## src/rtl/params_pkg.sv

```systemverilog
// Shared sizing constants and FSM state type for the softmax block and its divider.
package params_pkg;

  localparam int unsigned NUM_OF_NODES     = 16;
  localparam int unsigned COEF_DATA_WIDTH  = 8;
  localparam int unsigned ALPHA_DATA_WIDTH = 16;
  localparam int unsigned EXP_WIDTH        = 16;
  localparam int unsigned SUM_WIDTH        = EXP_WIDTH + $clog2(NUM_OF_NODES);
  localparam int unsigned NUM_NODE_WIDTH   = $clog2(NUM_OF_NODES) + 1;
  localparam int unsigned IDX_WIDTH        = $clog2(NUM_OF_NODES);

  localparam int unsigned EXP_MAX     = 65535;
  localparam int unsigned SHIFT_CLAMP = 16;
  localparam int unsigned DIV_ITER    = 17;

  localparam int unsigned SHAMT_WIDTH = $clog2(SHIFT_CLAMP + 1);
  localparam int unsigned QUO_WIDTH   = DIV_ITER;
  localparam int unsigned CNT_WIDTH   = $clog2(DIV_ITER);

  typedef enum logic [2:0] {
    ST_IDLE,
    ST_MAX,
    ST_SUM,
    ST_DIV,
    ST_OUT
  } sm_state_e;

endpackage

```

## src/rtl/sm_divider.sv

```systemverilog
// Restoring divider: quotient_c = floor(dividend * 2^16 / divisor), one bit per cycle.
// done_c/quotient_c are valid combinationally during the final iteration cycle.
module sm_divider
  import params_pkg::*;
(
  input  logic                 clk,
  input  logic                 rst,
  input  logic                 start,
  input  logic [EXP_WIDTH-1:0] dividend,
  input  logic [SUM_WIDTH-1:0] divisor,
  output logic                 done_c,
  output logic [QUO_WIDTH-1:0] quotient_c
);

  logic                 busy_q;
  logic [CNT_WIDTH-1:0] cnt_q;
  logic [SUM_WIDTH-1:0] rem_q;
  logic [SUM_WIDTH-1:0] divisor_q;
  logic [QUO_WIDTH-1:0] shreg_q;

  logic [SUM_WIDTH:0]   trial_c;
  logic                 ge_c;
  logic [SUM_WIDTH-1:0] rem_n_c;
  logic [QUO_WIDTH-1:0] shreg_n_c;

  // One restoring step; shreg holds remaining dividend bits above, quotient bits below.
  always_comb begin
    trial_c   = {rem_q, shreg_q[QUO_WIDTH-1]};
    ge_c      = (trial_c >= {1'b0, divisor_q});
    rem_n_c   = ge_c ? SUM_WIDTH'(trial_c - {1'b0, divisor_q}) : SUM_WIDTH'(trial_c);
    shreg_n_c = {shreg_q[QUO_WIDTH-2:0], ge_c};
  end

  assign done_c     = busy_q && (cnt_q == CNT_WIDTH'(DIV_ITER - 1));
  assign quotient_c = shreg_n_c;

  // Dividend w*2^16: the bits above the 17 quotient positions seed the remainder.
  always_ff @(posedge clk or posedge rst) begin
    if (rst) begin
      busy_q    <= 1'b0;
      cnt_q     <= '0;
      rem_q     <= '0;
      divisor_q <= '0;
      shreg_q   <= '0;
    end else if (start && !busy_q) begin
      busy_q    <= 1'b1;
      cnt_q     <= '0;
      rem_q     <= SUM_WIDTH'(dividend >> 1);
      divisor_q <= divisor;
      shreg_q   <= {dividend[0], (QUO_WIDTH-1)'(0)};
    end else if (busy_q) begin
      rem_q   <= rem_n_c;
      shreg_q <= shreg_n_c;
      cnt_q   <= cnt_q + CNT_WIDTH'(1);
      if (done_c) busy_q <= 1'b0;
    end
  end

endmodule

```

## src/rtl/softmax.sv

```systemverilog
// Approximate softmax over up to NUM_OF_NODES signed coefficients using power-of-two
// weights: max scan, weight/sum scan, then per-node division into Q0.16 alphas.
module softmax
  import params_pkg::*;
(
  input  logic                                             clk,
  input  logic                                             rst,
  input  logic                                             sm_valid_i,
  output logic                                             sm_ready_o,
  input  logic [NUM_OF_NODES-1:0][COEF_DATA_WIDTH-1:0]     coef_i,
  input  logic [NUM_NODE_WIDTH-1:0]                        num_of_nodes,
  output logic                                             sm_valid_o,
  input  logic                                             sm_ready_i,
  output logic [NUM_OF_NODES-1:0][ALPHA_DATA_WIDTH-1:0]    alpha_o
);

  sm_state_e state_q, state_n;

  logic [NUM_OF_NODES-1:0][COEF_DATA_WIDTH-1:0]  coef_q;
  logic [NUM_OF_NODES-1:0][EXP_WIDTH-1:0]        w_q;
  logic [NUM_OF_NODES-1:0][ALPHA_DATA_WIDTH-1:0] alpha_buf_q;
  logic [NUM_NODE_WIDTH-1:0]                     n_q;
  logic [NUM_NODE_WIDTH-1:0]                     idx_q;
  logic signed [COEF_DATA_WIDTH-1:0]             max_q;
  logic [SUM_WIDTH-1:0]                          sum_q;

  logic                              accept_c;
  logic                              div_start_c;
  logic                              last_c;
  logic [NUM_NODE_WIDTH-1:0]         n_in_c;
  logic [IDX_WIDTH-1:0]              idx_lo_c;
  logic signed [COEF_DATA_WIDTH-1:0] coef_cur_c;
  logic [COEF_DATA_WIDTH:0]          diff_c;
  logic [SHAMT_WIDTH-1:0]            shamt_c;
  logic [EXP_WIDTH-1:0]              w_cur_c;
  logic                              div_done_c;
  logic [QUO_WIDTH-1:0]              quo_c;
  logic [ALPHA_DATA_WIDTH-1:0]       alpha_cur_c;

  always_comb begin
    n_in_c      = (num_of_nodes > NUM_NODE_WIDTH'(NUM_OF_NODES)) ?
                  NUM_NODE_WIDTH'(NUM_OF_NODES) : num_of_nodes;
    idx_lo_c    = idx_q[IDX_WIDTH-1:0];
    last_c      = (idx_q == n_q - NUM_NODE_WIDTH'(1));
    coef_cur_c  = $signed(coef_q[idx_lo_c]);
    // max_q >= every scanned coefficient, so the difference is non-negative.
    diff_c      = {max_q[COEF_DATA_WIDTH-1], max_q} - {coef_cur_c[COEF_DATA_WIDTH-1], coef_cur_c};
    shamt_c     = (diff_c > (COEF_DATA_WIDTH+1)'(SHIFT_CLAMP)) ?
                  SHAMT_WIDTH'(SHIFT_CLAMP) : diff_c[SHAMT_WIDTH-1:0];
    w_cur_c     = EXP_WIDTH'(EXP_MAX) >> shamt_c;
    alpha_cur_c = quo_c[QUO_WIDTH-1] ? '1 : quo_c[ALPHA_DATA_WIDTH-1:0];
  end

  sm_divider u_div (
    .clk        (clk),
    .rst        (rst),
    .start      (div_start_c),
    .dividend   (w_q[idx_lo_c]),
    .divisor    (sum_q),
    .done_c     (div_done_c),
    .quotient_c (quo_c)
  );

  always_ff @(posedge clk or posedge rst) begin
    if (rst) state_q <= ST_IDLE;
    else     state_q <= state_n;
  end

  always_comb begin
    state_n = state_q;
    case (state_q)
      ST_IDLE: if (sm_valid_i) state_n = (n_in_c == '0) ? ST_OUT : ST_MAX;
      ST_MAX:  if (last_c) state_n = ST_SUM;
      ST_SUM:  if (last_c) state_n = ST_DIV;
      ST_DIV:  if (div_done_c && last_c) state_n = ST_OUT;
      ST_OUT:  if (sm_ready_i) state_n = ST_IDLE;
      default: state_n = ST_IDLE;
    endcase
  end

  // The divider ignores start while busy, so holding it high in DIV chains nodes back to back.
  always_comb begin
    accept_c    = 1'b0;
    div_start_c = 1'b0;
    case (state_q)
      ST_IDLE: accept_c    = sm_valid_i;
      ST_DIV:  div_start_c = 1'b1;
      default: ;
    endcase
  end

  always_ff @(posedge clk or posedge rst) begin
    if (rst) begin
      sm_ready_o  <= 1'b1;
      sm_valid_o  <= 1'b0;
      alpha_o     <= '0;
      coef_q      <= '0;
      w_q         <= '0;
      alpha_buf_q <= '0;
      n_q         <= '0;
      idx_q       <= '0;
      max_q       <= '0;
      sum_q       <= '0;
    end else begin
      sm_ready_o <= (state_n == ST_IDLE);
      sm_valid_o <= (state_n == ST_OUT);
      case (state_q)
        ST_IDLE: if (accept_c) begin
          coef_q <= coef_i;
          n_q    <= n_in_c;
          idx_q  <= '0;
          sum_q  <= '0;
          max_q  <= {1'b1, (COEF_DATA_WIDTH-1)'(0)};
          if (n_in_c == '0) alpha_o <= '0;
        end
        ST_MAX: begin
          if (coef_cur_c > max_q) max_q <= coef_cur_c;
          idx_q <= last_c ? '0 : idx_q + NUM_NODE_WIDTH'(1);
        end
        ST_SUM: begin
          w_q[idx_lo_c] <= w_cur_c;
          sum_q         <= sum_q + SUM_WIDTH'(w_cur_c);
          idx_q         <= last_c ? '0 : idx_q + NUM_NODE_WIDTH'(1);
        end
        ST_DIV: if (div_done_c) begin
          alpha_buf_q[idx_lo_c] <= alpha_cur_c;
          if (last_c) begin
            for (int k = 0; k < int'(NUM_OF_NODES); k++) begin
              if (IDX_WIDTH'(k) == idx_lo_c)
                alpha_o[k] <= alpha_cur_c;
              else if (NUM_NODE_WIDTH'(k) < n_q)
                alpha_o[k] <= alpha_buf_q[k];
              else
                alpha_o[k] <= '0;
            end
          end else begin
            idx_q <= idx_q + NUM_NODE_WIDTH'(1);
          end
        end
        default: ;
      endcase
    end
  end

endmodule

```

## config.mk

```make
export PLATFORM = sky130hd
export DESIGN_NAME = softmax
export DESIGN_NICKNAME = d
export VERILOG_FILES = /design/src/rtl/params_pkg.sv /design/src/rtl/sm_divider.sv /design/src/rtl/softmax.sv
export SDC_FILE = /design/constraint.sdc
export NUM_CORES = 2
export LEC_CHECK = 0
export CORE_UTILIZATION = 45
export DETAILED_ROUTE_END_ITERATION = 8
export MAX_ROUTING_LAYER = met4
export PLACE_DENSITY = 0.67
export SYNTH_ARGS = -nofsm -noshare
export SYNTH_HDL_FRONTEND = slang
export SYNTH_SLANG_ARGS = --single-unit
```

## constraint.sdc

```tcl
create_clock -name clk -period 47.4 [get_ports clk]
set_clock_uncertainty 0.2 [all_clocks]
set_input_delay 7.11 -clock clk [delete_from_list [all_inputs] [get_ports clk]]
set_output_delay 7.11 -clock clk [all_outputs]
set_load 0.005 [all_outputs]
```

After elaboration in Yosys (flattened, before gate mapping)
Index checks and enable logic that the tools add are counted.
{ "classes": {"addsub": 6, "magnitude_cmp": 22, "n_eq_ne": 28, "n_shift": 1, "n_mux": 77, "n_reduce_logical": 21} }
{ "ops": {"columns": ["cell", "n"], "rows": [
  ["$mux 256", 4],
  ["$mux 16", 35],
  ["$bwmux 256", 2],
  ["$pmux 256 s2", 1],
  ["$mux 20", 4],
  ["$bmux 16 s4", 1],
  ["$demux 16 s4", 1],
  ["$lt 4x5->1 const A", 8],
  ["$mux 5", 8],
  ["$pmux 20 s2", 1],
  ["$mux 17", 2],
  ["$bmux 8 s4", 1],
  ["$eq 4x4->1 const A", 8],
  ["$mux 8", 3],
  ["$ge 21x20->1", 1],
  ["$add 20x16->20", 1],
  ["$lt 3x5->1 const A", 4],
  ["$sub 20x20->20", 1],
  ["$mux 3", 6],
  ["$eq 3x4->1 const A", 4],
  ["$pmux 8 s2", 1],
  ["$shr 16x5->16 const A", 1],
  ["$pmux 3 s5", 1],
  ["$pmux 5 s3", 1],
  ["other kinds (31)", 55]
]} }
{ "totals": {"register_bits": 1002, "output_inout_bits": 258, "word_cells": 231} }

Depth between registers and ports, before layout
{ "depth": {"depth_word": 8, "mapped_depth": 26, "ltp_nobuf": 21} }

Modules after synthesis
A second synthesis with hierarchy kept.
{ "unflattened": {"cells_unflattened": 4361, "hier_area_um2": 45791.4} }
{ "by_module_without_submodules": {"columns": ["module", "n_inst", "cells_per_inst", "area_each_um2"], "rows": [
  ["softmax", 1, 3878, 41538.6],
  ["sm_divider", 1, 483, 4252.8]
]} }

Worst setup path after synthesis
Ideal clock, no wire load.
{ "synth_timing": {"kind": "input port to flip-flop", "startpoint": "input num_of_nodes[1]", "endpoint": "register alpha_o[127] (netlist name)", "setup_time_ns": 0.092, "t_arrival_ns": 8.488, "setup_slack_ns": 38.620, "path_stages": 7, "cell_sequence": "or4_1 > nor2_1 > a21oi_2 > buf_6 > buf_6 > buf_6 > o31ai_2"} }
{ "synth_via": {"elab_chain_len": 5} }
{ "synth_lines": {"columns": ["element", "line", "source"], "rows": [
  ["from (decl)", "softmax.sv:11", "input logic [NUM_NODE_WIDTH-1:0] num_of_nodes,"],
  ["$gt 5x5->1", "softmax.sv:41", "n_in_c = (num_of_nodes > NUM_NODE_WIDTH'(NUM_OF_NODES)) ?"],
  ["$mux 5 *", "softmax.sv:41", null],
  ["$logic_not 5->1 *", "softmax.sv:114", "if (n_in_c == '0) alpha_o <= '0;"],
  ["$ne 2x2->1 (no source line) *", null, null],
  ["$reduce_and 5->1 (no source line) *", null, null],
  ["to (signal, indexed assignment)", "softmax.sv:130", "alpha_o[k] <= alpha_cur_c;"],
  ["to (signal, indexed assignment)", "softmax.sv:132", "alpha_o[k] <= alpha_buf_q[k];"],
  ["to (decl)", "softmax.sv:14", "output logic [NUM_OF_NODES-1:0][ALPHA_DATA_WIDTH-1:0] alpha_o"]
]} }
Every way passes the cells marked *; elsewhere a longest branch is shown, timed or not.
A chain may end at the register's enable or synchronous reset.

Final worst setup path
{ "layout_timing": {"startpoint": "input sm_valid_i", "endpoint": "register alpha_o[73] (netlist name)"} }
{ "layout_via": {"elab_chain_len": 3} }
{ "layout_lines": {"columns": ["element", "line", "source"], "rows": [
  ["from (decl)", "softmax.sv:8", "input logic sm_valid_i,"],
  ["$mux 1", "softmax.sv:85", "case (state_q)"],
  ["$ne 2x2->1 (no source line)", null, null],
  ["$reduce_and 5->1 (no source line)", null, null]
]} }
Every way passes these cells.

==> results.md <==
- Post-synth top flop: dfrtp_1
- Final hold vios: 0
- Final non-filler cell total: 6,231
- Post-DR vias/cell: a little under 6
- Number of H-tree levels: 3
- Worst Setup Start Kind: input pin
- Clock root cell: clkbuf_16
- Clock Latency Late Sink: 0.69 ns
- Post-synth EDFFs: 0
- # setup viols final: 0
- Inst Count DP: about 6,000
- Peak Freq: around 88 MHz
- Asr flop ratio synth: 100%
- CP max-delay cell: buf_4
- Resize count post-CTS: 0
- Most used cell along the critical path: buf_4
- Initial antenna violation count: 2
- Post-CTS setup buffer count: 0
- Register clock-pin slew on the reported worst setup and hold paths: ~0.060 ns
- Routed Antenna Nets: 0
- Num rows: 117
- Gr ovfl total: 0
- Max-cap viol count: 0
- CP delay by family, top: buffers and inverters
- Core ar.: 102,000 sq um
- Net Count, Synth: 4,814
- CTS Buf Count: about 100
- Synthesis Warnings: 0
- Via count: roughly 36,000
- VDD IR-drop max: 0.000102 V
- 1st-pass router iterations: 8
- WP data arrival: about 12 ns
- Tot GR Track Use: roughly 27%
- Synthesis-to-layout area growth: 17.6%
- Mapped Area: between 40,000 and 50,000 sq um
- WL/cell: 22.2 microns
- DRT iter0 DRCs: 3,960
- CP Buf/Inv Count: 5
- Crit path cell chain: clkdlybuf4s50_1 > and3_4 > a21oi_4 > buf_4 > buf_4 > buf_4 > buf_4 > nand2_1 > o31ai_1
- Initial core utilization: a little under half
- TritonCTS sink count: 1,002
- Number of fill cells: between 8,000 and 9,000
- Vias in the first global route: 34,700
- Worst-margin pin slew: roughly 1.4 ns
- Fin. max-slew vios: 0
- RSZ-0062 raised after global routing: no
- Final core occ: between 50% and 60%
- Die area: roughly 100,000 sq um
- Final Wtd Congestion: roughly 0.85
- DRT Wirelength: approximately 140,000 microns
- Post-route cell area: 54,400 sq um
- Hold crit path type: flop to flop
- Post-synthesis sequential area ratio: a little over half
- CP Class: input pin to flop
- WP data required: 47.78 ns
- Top Ports: between 300 and 400
- Mapped Avg Cell Area: around 10 sq um
- Hold-fix buffers, CTS: 0
- Sum of negative setup slack: 0 ns
- CTS tree: done
- Drc violations: 0
- Share of cells above drive strength 1: 9.07%
- CP Max Fanout: roughly 110
- Dpl cell area: ~50,000 sq um
- Pwr per Cell Area: 61.1 nW/um^2
- Final layout net count: approximately 5,000
- Synth Register Bits: between 1,000 and 1,500
- DP Wirelength: 88,700 microns
- IO Port Bufs: between 300 and 400
- Cells after synthesis: approximately 4,600
- Lkg Pwr: between 0.02 and 0.025 uW
- Pin count of the biggest net entering global routing: 235
- Die X-Extent: ~320 microns
- Worst slew margin relative to its limit: 5.37%
- Clock tree buffer depth: 3
- Status: finished clean
- Final Critical Period: between 10 and 15 ns
- Global-route wire length before repair: around 210,000 microns
- Library cells used by synthesis: 81
- Endpoint class of the critical path: flop
- CP max stage delay: 1.00 ns
- Die Ht: between 300 and 400 microns
- Crit share post-route: approximately 24%
==> placed cells by master (no fill, tap or decap), types with 8 or more instances in the layout <==
cell type        count
buf_4               87
mux2i_1             19
clkdlybuf4s50_1    394
clkbuf_1            20
xnor2_1             20
and3_1              15
or2_2               19
dfrtp_1            997
o41ai_1             17
bufinv_16           10
a21o_1              14
o21ai_1             11
o211ai_1            19
a22oi_1            212
xor2_1              16
inv_1               64
a31oi_1             44
nand4_1             10
a21oi_1             48
nor2_1             106
and2_1              11
o31ai_1            446
clkinv_2            21
nor2b_1              8
nor3_1              14
clkbuf_16          106
o21ai_0            363
nand3_1             55
clkbuf_8            23
nand2_1           1331
o21a_1               9
o31ai_2             11
mux4_2             120
ha_1                52
==> final timing paths <==
path                            start      endpoint  slack [ns]  depth (start not counted)
min                        coef_q[47]    coef_q[47]        0.27                          2
max                        sm_valid_i   alpha_o[73]       35.97                          9
min in group asynchronous         rst     sum_q[19]        6.87                          2
min reg2reg                coef_q[47]    coef_q[47]        0.27                          2
max reg2reg                  idx_q[0]     sum_q[14]       38.91                         23
max in group asynchronous         rst  alpha_o[125]       37.08                          5
==> worst reg2reg max path: stages (launching register included) <==
cell and delay, ns:
dfrtp_4 0.87, buf_4 0.71, mux4_2 0.67, mux4_2 0.55
inv_1 0.11, ha_1 0.20, nor3b_1 0.40, nor4_1 0.08
a211oi_1 0.23, nand3_1 0.11, o311a_1 0.18, o21ai_4 0.08
buf_4 0.44, buf_4 0.84, inv_1 0.13, ha_1 0.27
fa_1 0.41, a21o_1 0.17, a21oi_1 0.27, o21ai_0 0.23
a21o_1 0.25, a2111oi_0 0.63, nor4_1 0.11, a211o_1 0.24
==> report_power, final <==
group | switching, uW | internal (uW)
logic | 1020 | 407
registers | 93.0 | 957
clock network | 346 | 499
total | 1460 | 1860
==> synthesized netlist by cell type (8+ instances only) <==
library cell	n	area, sq um
nor3_1	18	90.1
mux4_2	120	2700
nor2b_1	8	50.1
ha_1	52	651
xnor2_1	20	175
o21a_1	9	67.6
buf_1	25	93.8
o31ai_2	11	138
and3_1	16	100
o41ai_1	17	149
a21oi_1	51	255
and2_1	11	68.8
a22oi_1	212	1590
mux2i_1	19	190
buf_2	51	255
nand4_1	10	62.6
o21ai_0	363	1820
inv_1	65	244
or2_2	19	119
nand3_1	56	280
a31oi_1	44	275
clkbuf_1	324	1220
o21ai_1	12	60.1
xor2_1	16	140
nand2_1	1331	5000
buf_6	23	259
o31ai_1	446	3350
o211ai_1	19	143
a21o_1	14	105
nor2_1	111	417
dfrtp_1	1001	25000
==> logic make-up (layout without fill, tap and decap cells) <==
| kind of cell | count (synthesis) | after routing | share of synthesized area [%] |
|---|---|---|---|
| flip-flops | 1002 | 1002 | 54.2 |
| AND/OR/NAND/NOR | 1625 | 1625 | 14.1 |
| multiplexers | 142 | 142 | 6.32 |
| adder cells (fa/ha/maj) | 55 | 55 | 1.54 |
| XOR/XNOR | 37 | 37 | 0.733 |
| AO/OA/AOI/OAI | 1265 | 1265 | 18.5 |
| other | 0 | 3 | 0 |
| buffers and inverters | 496 | 734 | 4.59 |
==> through the flow <==
stage | total power (uW) | setup slack, ns | hold WS, ns
2_1_floorplan | 1970 | 11.90 | 0.238
3_3_place_gp | 2450 | 35.46 | 0.250
3_5_place_dp | 2470 | 35.30 | 0.258
4_1_cts | 3320 | 36.03 | 0.271
5_1_grt | 3490 | 35.56 | 0.284
6_report | 3320 | 35.97 | 0.267
==> sequential cells by signal (all words and copies together) (netlist names), 3 cells and up <==
register and cells:
state_q 3, idx_q 5, u_div.shreg_q 17, coef_q 128
alpha_o 256, w_q 256, n_q 5, sum_q 20
u_div.rem_q 20, u_div.divisor_q 20, max_q 8, alpha_buf_q 256
u_div.cnt_q 5
==> routing by layer <==
layer  share of wire, %  track usage (%)  routed length [microns]  vias to the layer above
met2                 47             42.1                    64800                     1365
met3                7.0             4.21                     9700                      246
met1                 43             37.7                    59200                    17800
li1                   -                -                        -                    16700
met4                3.1             8.05                     4280                        0
met5                  0                -                        0                        -
==> final cells by class <==
class	instances	area, sq um	area share, %
Sequential cell	1002	25100	46.1
Multi-Input combinational cell	3124	19200	35.2
Timing Repair Buffer	484	4660	8.56
Clock buffer	149	3040	5.60
Tap cell	1368	1710	3.15
Clock inverter	35	488	0.897
Inverter	66	255	0.469
Antenna cell	3	7.51	0.0138
Power figures use the tool's default switching activity.
